[src/rtl/cblock_cfg_loader_if.sv]
`default_nettype none
// ============================================================================
//  Module      : cblock_cfg_loader_if
//  Description : Handshake and write-bus bundle between the configuration
//                port, the Cblock column loader and the Cblock write inputs.
//  Revision    : 1.0 - initial release
// ============================================================================
interface cblock_cfg_loader_if #(
    parameter int NUM_CBLOCKS = 4,
    parameter int CFG_WIDTH   = 18,
    parameter int IDX_W       = (NUM_CBLOCKS > 1) ? $clog2(NUM_CBLOCKS) : 1
);
    logic                   start_i;
    logic                   cfg_data_i;
    logic                   cfg_v_i;
    logic                   cfg_ready_o;
    logic [NUM_CBLOCKS-1:0] wr_en_o;
    logic [CFG_WIDTH-1:0]   bits_o;
    logic [IDX_W-1:0]       blk_idx_o;
    logic                   busy_o;
    logic                   done_o;

    // Loader side: consumes the serial stream, drives the Cblock writes.
    modport slave (
        input  start_i, cfg_data_i, cfg_v_i,
        output cfg_ready_o, wr_en_o, bits_o, blk_idx_o, busy_o, done_o
    );

    // Configuration-port side: offers the stream, observes progress.
    modport master (
        output start_i, cfg_data_i, cfg_v_i,
        input  cfg_ready_o, wr_en_o, bits_o, blk_idx_o, busy_o, done_o
    );
endinterface
`default_nettype wire

[src/rtl/cblock_cfg_loader.sv]
`default_nettype none
// ============================================================================
//  Module      : cblock_cfg_loader
//  Description : Assembles a serial MSB-first bitstream into one CFG_WIDTH-bit
//                word per Cblock and writes the column with one-hot strobes.
//  Revision    : 1.0 - initial release
// ============================================================================
module cblock_cfg_loader #(
    parameter int NUM_CBLOCKS = 4,
    parameter int CFG_WIDTH   = 18,
    parameter int IDX_W       = (NUM_CBLOCKS > 1) ? $clog2(NUM_CBLOCKS) : 1
) (
    input wire                  clk_i,
    input wire                  reset_i,
    cblock_cfg_loader_if.slave  bus
);

    localparam int CNT_W = (CFG_WIDTH > 1) ? $clog2(CFG_WIDTH) : 1;
    localparam logic [CNT_W-1:0] c_last_bit = CNT_W'(CFG_WIDTH - 1);
    localparam logic [IDX_W-1:0] c_last_blk = IDX_W'(NUM_CBLOCKS - 1);

    typedef enum logic [1:0] {
        IDLE  = 2'd0,
        SHIFT = 2'd1,
        WRITE = 2'd2,
        DONE  = 2'd3
    } state_t;

    state_t                 state_q;
    logic [CNT_W-1:0]       bit_cnt_q;
    logic [IDX_W-1:0]       blk_idx_q;
    logic [CFG_WIDTH-1:0]   shift_q;
    logic [CFG_WIDTH-1:0]   bits_q;
    logic [NUM_CBLOCKS-1:0] wr_en_q;
    logic                   ready_q;
    logic                   busy_q;
    logic                   done_q;

    logic [CFG_WIDTH-1:0]   shift_d;
    logic [NUM_CBLOCKS-1:0] onehot_d;

    // Shift register with the incoming bit appended at the LSB; the
    // whole-word shift also covers the degenerate CFG_WIDTH == 1 case.
    assign shift_d = (shift_q << 1) | CFG_WIDTH'(bus.cfg_data_i);

    // Decode the current block index into its write strobe.
    always_comb begin
        onehot_d = '0;
        for (int k = 0; k < NUM_CBLOCKS; k++) begin
            if (blk_idx_q == IDX_W'(k)) begin
                onehot_d[k] = 1'b1;
            end
        end
    end

    // Pass sequencer: all outputs are registered alongside the state.
    always_ff @(posedge clk_i) begin
        if (reset_i) begin
            state_q   <= IDLE;
            bit_cnt_q <= '0;
            blk_idx_q <= '0;
            shift_q   <= '0;
            bits_q    <= '0;
            wr_en_q   <= '0;
            ready_q   <= 1'b0;
            busy_q    <= 1'b0;
            done_q    <= 1'b0;
        end else begin
            case (state_q)
                IDLE: begin
                    bit_cnt_q <= '0;
                    blk_idx_q <= '0;
                    if (bus.start_i) begin
                        state_q <= SHIFT;
                        ready_q <= 1'b1;
                        busy_q  <= 1'b1;
                    end
                end
                SHIFT: begin
                    if (bus.cfg_v_i && ready_q) begin
                        shift_q <= shift_d;
                        if (bit_cnt_q == c_last_bit) begin
                            // Word complete: publish it and strobe this block.
                            bit_cnt_q <= '0;
                            bits_q    <= shift_d;
                            wr_en_q   <= onehot_d;
                            ready_q   <= 1'b0;
                            state_q   <= WRITE;
                        end else begin
                            bit_cnt_q <= bit_cnt_q + CNT_W'(1);
                        end
                    end
                end
                WRITE: begin
                    wr_en_q <= '0;
                    if (blk_idx_q == c_last_blk) begin
                        blk_idx_q <= '0;
                        busy_q    <= 1'b0;
                        done_q    <= 1'b1;
                        state_q   <= DONE;
                    end else begin
                        blk_idx_q <= blk_idx_q + IDX_W'(1);
                        ready_q   <= 1'b1;
                        state_q   <= SHIFT;
                    end
                end
                DONE: begin
                    done_q  <= 1'b0;
                    state_q <= IDLE;
                end
                default: begin
                    state_q <= IDLE;
                end
            endcase
        end
    end

    assign bus.cfg_ready_o = ready_q;
    assign bus.wr_en_o     = wr_en_q;
    assign bus.bits_o      = bits_q;
    assign bus.blk_idx_o   = blk_idx_q;
    assign bus.busy_o      = busy_q;
    assign bus.done_o      = done_q;

endmodule
`default_nettype wire
[src/flat_wrapper.sv]
// flat-port wrapper written by rule: the top's interface ports become plain ports
module cblock_cfg_loader_flat 
#(
    parameter int NUM_CBLOCKS = 4,
    parameter int CFG_WIDTH   = 18,
    parameter int IDX_W       = (NUM_CBLOCKS > 1) ? $clog2(NUM_CBLOCKS) : 1
)
  (clk_i, reset_i, bus_start_i, bus_cfg_data_i, bus_cfg_v_i, bus_cfg_ready_o, bus_wr_en_o, bus_bits_o, bus_blk_idx_o, bus_busy_o, bus_done_o);
  cblock_cfg_loader_if #(.NUM_CBLOCKS(NUM_CBLOCKS), .CFG_WIDTH(CFG_WIDTH), .IDX_W(IDX_W)) bus_i ();
  input wire clk_i;
  input wire reset_i;
  input wire logic [$bits(bus_i.start_i)-1:0] bus_start_i;
  input wire logic [$bits(bus_i.cfg_data_i)-1:0] bus_cfg_data_i;
  input wire logic [$bits(bus_i.cfg_v_i)-1:0] bus_cfg_v_i;
  output wire logic [$bits(bus_i.cfg_ready_o)-1:0] bus_cfg_ready_o;
  output wire logic [$bits(bus_i.wr_en_o)-1:0] bus_wr_en_o;
  output wire logic [$bits(bus_i.bits_o)-1:0] bus_bits_o;
  output wire logic [$bits(bus_i.blk_idx_o)-1:0] bus_blk_idx_o;
  output wire logic [$bits(bus_i.busy_o)-1:0] bus_busy_o;
  output wire logic [$bits(bus_i.done_o)-1:0] bus_done_o;
  assign bus_i.start_i = bus_start_i;
  assign bus_i.cfg_data_i = bus_cfg_data_i;
  assign bus_i.cfg_v_i = bus_cfg_v_i;
  assign bus_cfg_ready_o = bus_i.cfg_ready_o;
  assign bus_wr_en_o = bus_i.wr_en_o;
  assign bus_bits_o = bus_i.bits_o;
  assign bus_blk_idx_o = bus_i.blk_idx_o;
  assign bus_busy_o = bus_i.busy_o;
  assign bus_done_o = bus_i.done_o;
  cblock_cfg_loader #(.NUM_CBLOCKS(NUM_CBLOCKS), .CFG_WIDTH(CFG_WIDTH), .IDX_W(IDX_W)) u_core (.clk_i(clk_i), .reset_i(reset_i), .bus(bus_i));
endmodule
[config.mk]
export PLATFORM = sky130hd
export DESIGN_NAME = cblock_cfg_loader_flat
export DESIGN_NICKNAME = d
export VERILOG_FILES = /design/src/rtl/cblock_cfg_loader_if.sv /design/src/rtl/cblock_cfg_loader.sv /design/src/flat_wrapper.sv
export SDC_FILE = /design/constraint.sdc
export NUM_CORES = 1
export LEC_CHECK = 0
export BUFFER_PORTS_ARGS = -buffer_cell sky130_fd_sc_hd__clkbuf_2
export CAP_MARGIN = 10
export CORE_MARGIN = 2
export CORE_UTILIZATION = 58
export CTS_BUF_LIST = sky130_fd_sc_hd__clkbuf_4 sky130_fd_sc_hd__clkbuf_8
export CTS_CLUSTER_DIAMETER = 40
export DETAILED_ROUTE_END_ITERATION = 10
export PLACE_DENSITY = 0.87
export SETUP_SLACK_MARGIN = 0.05
export SLEW_MARGIN = 20
export SYNTH_ARGS = -nofsm -noshare
export SYNTH_HDL_FRONTEND = slang
export SYNTH_SLANG_ARGS = --single-unit
[constraint.sdc]
create_clock -name clk_i -period 1.68 [get_ports clk_i]
set_input_delay 0.084 -clock clk_i [delete_from_list [all_inputs] [get_ports clk_i]]
set_output_delay 0.084 -clock clk_i [all_outputs]
set_load 0.005 [all_outputs]
# --- Yosys cells after proc, flatten, opt, wreduce, memory -nomap -nowiden ---
# Index checks and enable logic that the tools add are counted.
word_totals:
  out_inout_bits: 27
  rom_bits: 0
  register_bits: 51
  ramBits: 0
  in_bits: 5
  latch_bits: 0
  wordCells: 66
  n_memories: 0
classes:
  n_shift: 0
  multipliers: 0
  div_mod_pow: 0
  n_addsub: 2
  order_cmp: 0
  n_eq_ne: 12
  n_mux: 26
  bitwise_logic: 1
  n_reduce_logical: 16
ops:
  columns: ["op", "count"]
  rows:
  - ["$or 18x1->18", 1]
  - ["$reduce_and 3->1", 4]
  - ["$mux 1", 10]
  - ["$mux 2", 5]
  - ["$mux 5", 2]
  - ["$pmux 5 s2", 1]
  - ["$eq 2x2->1 const B", 4]
  - ["$mux 4", 2]
  - ["$pmux 2 s4", 1]
  - ["$pmux 4 s2", 1]
  - ["$reduce_bool 2->1", 4]
  - ["$ne 2x1->1 const B", 3]
  - ["$reduce_and 2->1", 3]
  - ["$add 5x1->5 const B", 1]
  - ["$eq 5x5->1 const B", 1]
  - ["$reduce_and 5->1", 1]
  - ["$eq 2x1->1 const B", 2]
  - ["$logic_not 2->1", 2]
  - ["$ne 2x2->1 const B", 2]
  - ["$pmux 1 s2", 2]
  - ["$pmux 2 s2", 1]
  - ["$pmux 1 s3", 1]
  - ["$reduce_bool 3->1", 1]
  - ["$add 2x1->2 const B", 1]
  - ["$logic_and 1x1->1", 1]

# --- Logic depth before layout (Yosys ltp) ---
# Gate-level depths: netlist of run 1.
logic_depth:
  depth_word: 5
  mapped_depth: 7

# --- Least setup slack after synthesis of run 1 ---
# OpenSTA, ideal clock, no wires.
synth_path:
  path_type: "flip-flop to flip-flop"
  startpoint: "register u_core.bit_cnt_q[0]"
  endpoint: "register u_core.bits_q[11] (netlist: u_core.bus.bits_o[11])"
  synth_period_minus_slack_ns: 1.403
  arrival_ns: 1.332
  path_stages_with_launch: 7
  required_time_ns: 1.610
  n_path_buf: 2
  slack_ns: 0.277
  path_cell_list: "dfxtp_1 -> ha_1 -> nor4bb_1 -> clkbuf_1 -> buf_4 -> nand3_1 -> a21oi_1"
synth_via:
  elab_chain_cells: 2
synth_lines:
  columns: ["item", "line", "text"]
  rows:
  - ["from (decl)", "cblock_cfg_loader.sv:30", "logic [CNT_W-1:0] bit_cnt_q;"]
  - ["from (signal assigned)", "cblock_cfg_loader.sv:90", "bit_cnt_q <= bit_cnt_q + CNT_W'(1);"]
  - ["$eq 5x5->1", "cblock_cfg_loader.sv:82", "if (bit_cnt_q == c_last_bit) begin"]
  - ["$reduce_and 3->1 (no line)", null, null]
  - ["to (signal assigned)", "cblock_cfg_loader.sv:85", "bits_q <= shift_d;"]
  - ["to (decl)", "cblock_cfg_loader.sv:33", "logic [CFG_WIDTH-1:0] bits_q;"]
# Every way passes these cells.
# A chain may end at the register's enable or synchronous reset.

# --- Worst setup path in the final report of run 1 ---
layout_path:
  startpoint: "register u_core.bit_cnt_q[1]"
  endpoint: "register u_core.bit_cnt_q[1]"
layout_via:
  elab_chain_cells: 4
  word_cells_on_any_way: 5
  cone_classes: "add/sub: 1; eq/ne: 1; mux: 3"
layout_lines:
  columns: ["item", "line", "text"]
  rows:
  - ["$add 5x1->5 / $eq 5x5->1 (equally long branches)", "cblock_cfg_loader.sv:90, cblock_cfg_loader.sv:82", null]
  - ["$mux 5 (*)", "cblock_cfg_loader.sv:82", null]
  - ["$mux 5 (*)", "cblock_cfg_loader.sv:80", "if (bus.cfg_v_i && ready_q) begin"]
  - ["$pmux 5 s2 (*)", "cblock_cfg_loader.sv:69", "case (state_q)"]
# Mark *: on every way between the ends. The rest lies on a longest branch, timed or not. The select of a mux whose other input is x is not followed.

==> out/results.ini, run 1 <==
[floorplanning]
num_rows = 21
floorplan.die.height_um = 64.1
core_area_mm2 = 0.00342
floorplan.initialDensity_pct = 61.4
die_w_um = 64.1
io_pins = 32
fp.dieArea_mm2 = 0.00411

[sta]
final.setup.tns_ps = 0
timing.final.setup_violations = 0
tightest_slew_ps = 372
fmaxAchievable_ghz = 0.665
layout_min_cycle_time_ps = 1500
rsz0062_at_grt = false
layout_worst_path_cycle_share_pct = 89.5
maxSlewViolCount = 0
hold_viol = 0
timing.max_slew.rel_slack_pct = 75.2
timing.clock.skew_ps = 11.7

[flow_run]
drv.max_cap_violation_count = 0

[setup_path]
start_kind = flop
endpoint_kind = flop
cp.arrival_ps = 1780
critPathLaunch = u_core.bit_cnt_q[1]
crit_fanout = 4
worst-endpoint-required_ps = 1960
critical_path_class = flop to flop
critical_path.reg2reg.startpoint = u_core.bit_cnt_q[1]

[synthesis]
yosys-top-cells-area = sky130_fd_sc_hd__dfxtp_1, sky130_fd_sc_hd__a21oi_1, sky130_fd_sc_hd__o21ai_0
post-synth-top-area-fraction_pct = 48.7
synth.top_cells.by_count = sky130_fd_sc_hd__dfxtp_1, sky130_fd_sc_hd__a21oi_1, sky130_fd_sc_hd__nand2_1
yosys.cell_count.top_type = sky130_fd_sc_hd__dfxtp_1
syn-mean-instance-area_um2 = 8.42
count_of_flip_flops_with_a_built_in_enable_after_synthesis = 0
yosys_warnings = 0
synth_fp_nets = 260
synth_area_leader = sky130_fd_sc_hd__dfxtp_1
ys_dominant_reg_cell = sky130_fd_sc_hd__dfxtp_1
netlist_instances = 249
post_synth_num_cell_types = 34
synth_seq_area_share_pct = 48.7
synthArstFlopShare_pct = 0
netlist_area_mm2 = 0.00210
synth.ff_latch_count = 51

[routing]
viasPerCell = 5.63
route.antenna.remaining_nets = 0
vias = 1829
length_of_the_first_detailed_routing_pass_in_iterations = 4
avgRoutedWirePerCell_um = 12.8
drt_wl_total_um = 4170
drcViolationCount = 0
drt_initial_violations = 150

[cts]
root_buffer_selected_by_cts = sky130_fd_sc_hd__clkbuf_4
cts_num_sinks = 51
cts-htree-levels = 2
clock_tree.buffer_depth = 2
clkTransAtPathRegs_ps = 140
worst_skew_pair.late_latency_ps = 370
number_of_buffers_inserted_during_clock_tree_synthesis = 5
cts_tree = yes

[layout]
fillerInstances = 291
layout.nets = 290
layout-drive-gt1-share_pct = 20.8
syn_to_final_growth_pct = 13.6
utilization_pct = 69.7
diodes = 0

[placement]
io_buffer_count = 31
gp_congestion = 0.852
dp_hpwl_um = 2810

[hold_path]
worstHoldStart = bus_start_i
holdCritPathClass = primary input to flop

[pwr]
leakagePower_nw = 0.836
internal_power_mw = 1.40
power_frac_seq_pct = 66.9
ir_worst_vdd_mv = 0.490
power_per_cell_area_mw_per_mm2 = 768
pwr-share-clk_pct = 28.6
comb_power_share_pct = 4.5
p_sw_mw = 0.428
net_sw_share_pct = 23.4

[global_routing]
global_route_wire_length_before_repair_um = 7470
gr-total-overflow = 0
first_global_vias = 1733
antenna_found_initial = 0
global_route.usage.total_pct = 22.8
grt_max_degree = 33

[outcome]
run_status = completed

[placed cells by master (no fill, tap or decap), types with 2 or more instances in the layout]
cell and n:
sky130_fd_sc_hd__or3_2 2, sky130_fd_sc_hd__nand3_1 23, sky130_fd_sc_hd__nor2_1 3, sky130_fd_sc_hd__nand2_1 37, sky130_fd_sc_hd__clkbuf_2 31, sky130_fd_sc_hd__a21oi_1 44
sky130_fd_sc_hd__o21ai_0 27, sky130_fd_sc_hd__inv_1 5, sky130_fd_sc_hd__ha_1 6, sky130_fd_sc_hd__nor2b_1 2, sky130_fd_sc_hd__clkbuf_4 5, sky130_fd_sc_hd__dfxtp_1 51
sky130_fd_sc_hd__nand2b_1 4, sky130_fd_sc_hd__a211oi_1 3, sky130_fd_sc_hd__a221oi_1 2, sky130_fd_sc_hd__a22oi_1 2, sky130_fd_sc_hd__buf_4 12
[path summary, 6_finish.rpt]
check                        end  slack [ps]  cells past startpoint
max          u_core.bit_cnt_q[1]         180                      4
min            u_core.state_q[0]          80                      3
max reg2reg  u_core.bit_cnt_q[1]         180                      4
min reg2reg    u_core.shift_q[7]         470                      2
[state kept, by name (all words and copies together), names as in the netlist]
| signal | count |
|---|---|
| u_core.bus.wr_en_o | 4 |
| u_core.bus.busy_o | 1 |
| u_core.bus.done_o | 1 |
| u_core.bus.cfg_ready_o | 1 |
| u_core.state_q | 2 |
| u_core.bit_cnt_q | 5 |
| u_core.bus.bits_o | 18 |
| u_core.shift_q | 17 |
| u_core.bus.blk_idx_o | 2 |
[layer usage]
layer	up-vias	wire length, um	track usage [%]
li1	932	-	-
met1	842	1850	27.4
met2	49	2070	39.6
met3	6	192	5.81
met4	0	54	7.71
met5	-	0	0
[kinds of logic (layout without fill, tap and decap cells)]
logic type / after synthesis / in the layout / synth area share, %
flip-flops: 51 / 51 / 48.7
adder cells (fa/ha/maj): 6 / 6 / 3.58
AND/OR/NAND/NOR: 80 / 80 / 19.0
XOR/XNOR: 1 / 1 / 0.418
AO/OA/AOI/OAI: 85 / 85 / 22.8
buffers and inverters: 26 / 56 / 5.49
[final cells by class]
| cell class | count | area [um2] | share of cell area [%] |
|---|---|---|---|
| sequential | 51 | 1020 | 42.9 |
| multi-input combinational | 172 | 977 | 41.0 |
| timing repair buffer | 44 | 255 | 10.7 |
| tap | 46 | 57.6 | 2.42 |
| clock buffer | 5 | 37.5 | 1.58 |
| inverter | 5 | 18.8 | 0.788 |
| clock inverter | 2 | 13.8 | 0.578 |
[per-stage QoR]
stage               area [um2]  power (mW)  hold slack [ps]  cells  worst slack, ps
CTS                       2380        1.84             67.8    325              151
floorplan                 2100        1.30              220    249              278
detailed placement        2320        1.33              333    317              159
finish                    2380        1.83             76.2    325              177
global route              2380        1.91              121    325             57.6
global placement          2320        1.33              328    317              249
[worst max-delay path, stage by stage (launching register included)]
cell and delay, ps:
sky130_fd_sc_hd__dfxtp_1 400, sky130_fd_sc_hd__inv_1 60, sky130_fd_sc_hd__ha_1 270, sky130_fd_sc_hd__or3_2 440
sky130_fd_sc_hd__a221oi_1 250
[what timing repair did]
item	in CTS	in global routing
hold endpoints to repair	2	0
endpoints found under the setup margin	0	4
setup buffers	0	0
gates resized for setup	0	2
hold buffers	1	0
[power groups by stage]
stage	sequential, mW	combinational [mW]	clock, mW
final	1.22	0.0828	0.522
after global routing	1.23	0.0924	0.594
after global placement	1.25	0.0796	0
after detailed placement	1.25	0.0800	0
after CTS	1.22	0.0821	0.539
after floorplan	1.25	0.0535	0
(Power assumes the default switching activity.)
==> inputs of run 2 (changes only) <==
--- a/config.mk
+++ b/config.mk
@@ -8,11 +8,12 @@
 export BUFFER_PORTS_ARGS = -buffer_cell sky130_fd_sc_hd__clkbuf_2
 export CAP_MARGIN = 10
 export CORE_MARGIN = 2
-export CORE_UTILIZATION = 58
+export CORE_UTILIZATION = 52
 export CTS_BUF_LIST = sky130_fd_sc_hd__clkbuf_4 sky130_fd_sc_hd__clkbuf_8
 export CTS_CLUSTER_DIAMETER = 40
 export DETAILED_ROUTE_END_ITERATION = 10
-export PLACE_DENSITY = 0.87
+export PLACE_DENSITY = 0.83
+export REMOVE_ABC_BUFFERS = 1
 export SETUP_SLACK_MARGIN = 0.05
 export SLEW_MARGIN = 20
 export SYNTH_ARGS = -nofsm -noshare
==> constraint.sdc (replaced) <==
create_clock -name clk_i -period 1.2 [get_ports clk_i]
set_input_delay 0.06 -clock clk_i [delete_from_list [all_inputs] [get_ports clk_i]]
set_output_delay 0.06 -clock clk_i [all_outputs]
set_load 0.005 [all_outputs]
==> run 2 against run 1 <==
Compared with the run above: non-clock buffer count up 26; utilization up 9.3 points; combinational power up 130%; power up 72%; worst setup slack worse by 510 ps; critical path type unchanged; global-route usage up 3.2 points; count of clock-buffer cells in the layout unchanged; largest cell class is now multi-input gates; register-to-register slack worse by 510 ps; clock skew down 1.4 ps; design area up 31%; via count up 19%; the flow now finishes with violations (negative setup slack); cell count up 9.5%.
==> out/results.ini, run 2 (synthesis gave the netlist of run 1 again) <==
[cts]
cts_num_sinks = 51  ; unchanged
root_buffer_selected_by_cts = sky130_fd_sc_hd__clkbuf_8
worst_skew_pair.late_latency_ps = 320  ; -50 ps
clock_tree.buffer_depth = 2  ; unchanged
number_of_buffers_inserted_during_clock_tree_synthesis = 5  ; unchanged
cts-htree-levels = 2  ; unchanged
clkTransAtPathRegs_ps = 100  ; -40 ps
cts_tree = yes

[sta]
tightest_slew_ps = 320  ; -52.1 ps
maxSlewViolCount = 0  ; unchanged
fmaxAchievable_ghz = 0.653  ; -1.8%
rsz0062_at_grt = true
timing.clock.skew_ps = 10.3  ; -1.36 ps
hold_viol = 0  ; unchanged
postLayoutSetupSlackWorst_ps = -331  ; -508 ps
layout_worst_path_cycle_share_pct = 128  ; +38 points
layout_min_cycle_time_ps = 1530  ; +27.8 ps
timing.final.setup_violations = 47  ; +47
timing.max_slew.rel_slack_pct = 78.5  ; +3.3 points

[pwr]
net_sw_share_pct = 23.6  ; +0.15 points
leakagePower_nw = 1.08  ; +30%
p_sw_mw = 0.740  ; +73%
power_frac_seq_pct = 54.2  ; -13 points
internal_power_mw = 2.40  ; +71%
comb_power_share_pct = 6.1  ; +1.6 points
ir_worst_vdd_mv = 0.767  ; +57%
pwr-share-clk_pct = 39.7  ; +11 points
power_per_cell_area_mw_per_mm2 = 1010  ; +31%
design_power_total_mw = 3.14  ; +72%

[setup_path]
timing.critical_path.mode_cell = sky130_fd_sc_hd__buf_4
critPathLaunch = u_core.state_q[1]
cp_slowest_cell = sky130_fd_sc_hd__dfxtp_4
worst_path_dominant_cell_family = buffers and inverters
crit_fanout = 20  ; +16
cp.buffers_inverters = 3  ; +2
critical_path_class = flop to flop
start_kind = flop
path_cells = buf_4 -> nand4b_1 -> buf_4 -> buf_12 -> o21ai_0 -> a21oi_1
critical_path.reg2reg.startpoint = u_core.state_q[1]
cp.arrival_ps = 1740  ; -40 ps
endpoint_kind = flop
worst-endpoint-required_ps = 1400  ; -560 ps
timing.critical_path.slowest_cell_delay_ps = 380  ; -60 ps

[floorplanning]
core_area_mm2 = 0.00394  ; +15%
floorplan.die.height_um = 67.5  ; +5.3%
floorplan.initialDensity_pct = 53.2  ; -8.2 points
io_pins = 32  ; unchanged
num_rows = 23  ; +9.5%
die_w_um = 67.5  ; +5.3%
fp.dieArea_mm2 = 0.00455  ; +11%

[global_routing]
antenna_found_initial = 0  ; unchanged
global_route.usage.total_pct = 26.0  ; +3.2 points
first_global_vias = 1878  ; +8.4%
grt_max_degree = 40  ; +21%
gr-total-overflow = 0  ; unchanged
global_route_wire_length_before_repair_um = 8780  ; +18%

[routing]
drt_initial_violations = 252  ; +68%
viasPerCell = 6.10  ; +8.4%
avgRoutedWirePerCell_um = 19.3  ; +50%
drcViolationCount = 0  ; unchanged
length_of_the_first_detailed_routing_pass_in_iterations = 7  ; +3
vias = 2172  ; +19%
route.antenna.remaining_nets = 0  ; unchanged
drt_wl_total_um = 6860  ; +65%

[layout]
final_common_cell = sky130_fd_sc_hd__dfxtp_1
syn_to_final_growth_pct = 48.7
diodes = 0  ; unchanged
layout.nets = 316  ; +9.0%
layout-drive-gt1-share_pct = 46.7  ; +26 points
fillerInstances = 208  ; -29%
final_cell_mix = sky130_fd_sc_hd__dfxtp_1, sky130_fd_sc_hd__nand2_1, sky130_fd_sc_hd__clkbuf_2
final-instance-count-excl-fill = 356  ; +9.5%
number_of_flip_flops_in_the_largest_register = 18  ; unchanged

[hold_path]
holdCritPathClass = primary input to flop
worstHoldStart = reset_i

[placement]
post-place-ws_ps = -275  ; -434 ps
place.detailed.instances = 334  ; +5.4%
gp_congestion = 0.816  ; -4.3%
io_buffer_count = 31  ; unchanged
dp_hpwl_um = 2970  ; +5.6%

[flow_run]
drv.max_cap_violation_count = 0  ; unchanged

[outcome]
run_status = complete, but fails checks
violations = negative setup slack

run 2: cell types whose count changed in the layout (fill, tap and decap cells not counted), sizes merged:
| cell | previous run | this run |
|---|---|---|
| buf | 12 | 35 |
| clkbuf | 36 | 39 |
| bufinv | 0 | 1 |
| clkinv | 2 | 1 |
| inv | 5 | 6 |
run 2: cell type report:
type                    instances  area, um2  share of cell area (%)
flip-flops and latches         51       1040                    33.4
repair buffers                 70        629                    20.2
clock inverters                 3       47.5                    1.53
inverters                       5       21.3                   0.682
multi-input cells             172       1240                    39.9
clock buffers                   5       68.8                    2.21
well taps                      50       62.6                    2.01
run 2: per-layer routing:
| layer | vias up | global-route usage, % | wire [um] |
|---|---|---|---|
| met1 | 1055 | 31.8 | 2710 |
| met5 | - | 0 | 0 |
| li1 | 988 | - | - |
| met3 | 19 | 4.00 | 425 |
| met4 | 0 | 15.3 | 142 |
| met2 | 110 | 43.1 | 3580 |
run 2: through the flow:
| stage | cell area [um2] | util (%) | setup TNS [ps] | hold slack (ps) |
|---|---|---|---|---|
| final | 3120 | 79.1 | -8440 | 90.2 |
| after global routing | 3120 | 79.1 | -10810 | 130 |
| after CTS | 2800 | 71.1 | -4660 | 91.0 |
| after detailed placement | 2470 | 62.6 | -7360 | 322 |
| after global placement | 2470 | 62.6 | -6020 | 305 |
| after floorplan | 2000 | - | -48680 | 126 |
run 2: path summary, 6_finish.rpt:
check                     endpoint  slack [ps]  cells after the start
min            u_core.bit_cnt_q[2]          90                      2
max reg2reg  u_core.bus.bits_o[17]        -330                      6
min reg2reg  u_core.bus.bits_o[10]         480                      2
max          u_core.bus.bits_o[17]        -330                      6
run 2: what timing repair did:
item                       4_1_cts  5_1_grt
resized for setup               41       66
pin swaps                       11       16
hold buffers                     1        0
cloned                           2        3
setup buffers                    6        4
setup endpoints to repair       49       51
hold endpoints to repair         2        0
run 2: power groups by stage:
| stage | Combinational, mW | Clock [mW] | Sequential [mW] |
|---|---|---|---|
| final | 0.191 | 1.25 | 1.70 |
| after global routing | 0.202 | 1.32 | 1.70 |
| after CTS | 0.148 | 1.24 | 1.71 |
| after detailed placement | 0.137 | 0 | 1.75 |
| after global placement | 0.135 | 0 | 1.75 |
| after floorplan | 0.0434 | 0 | 1.75 |
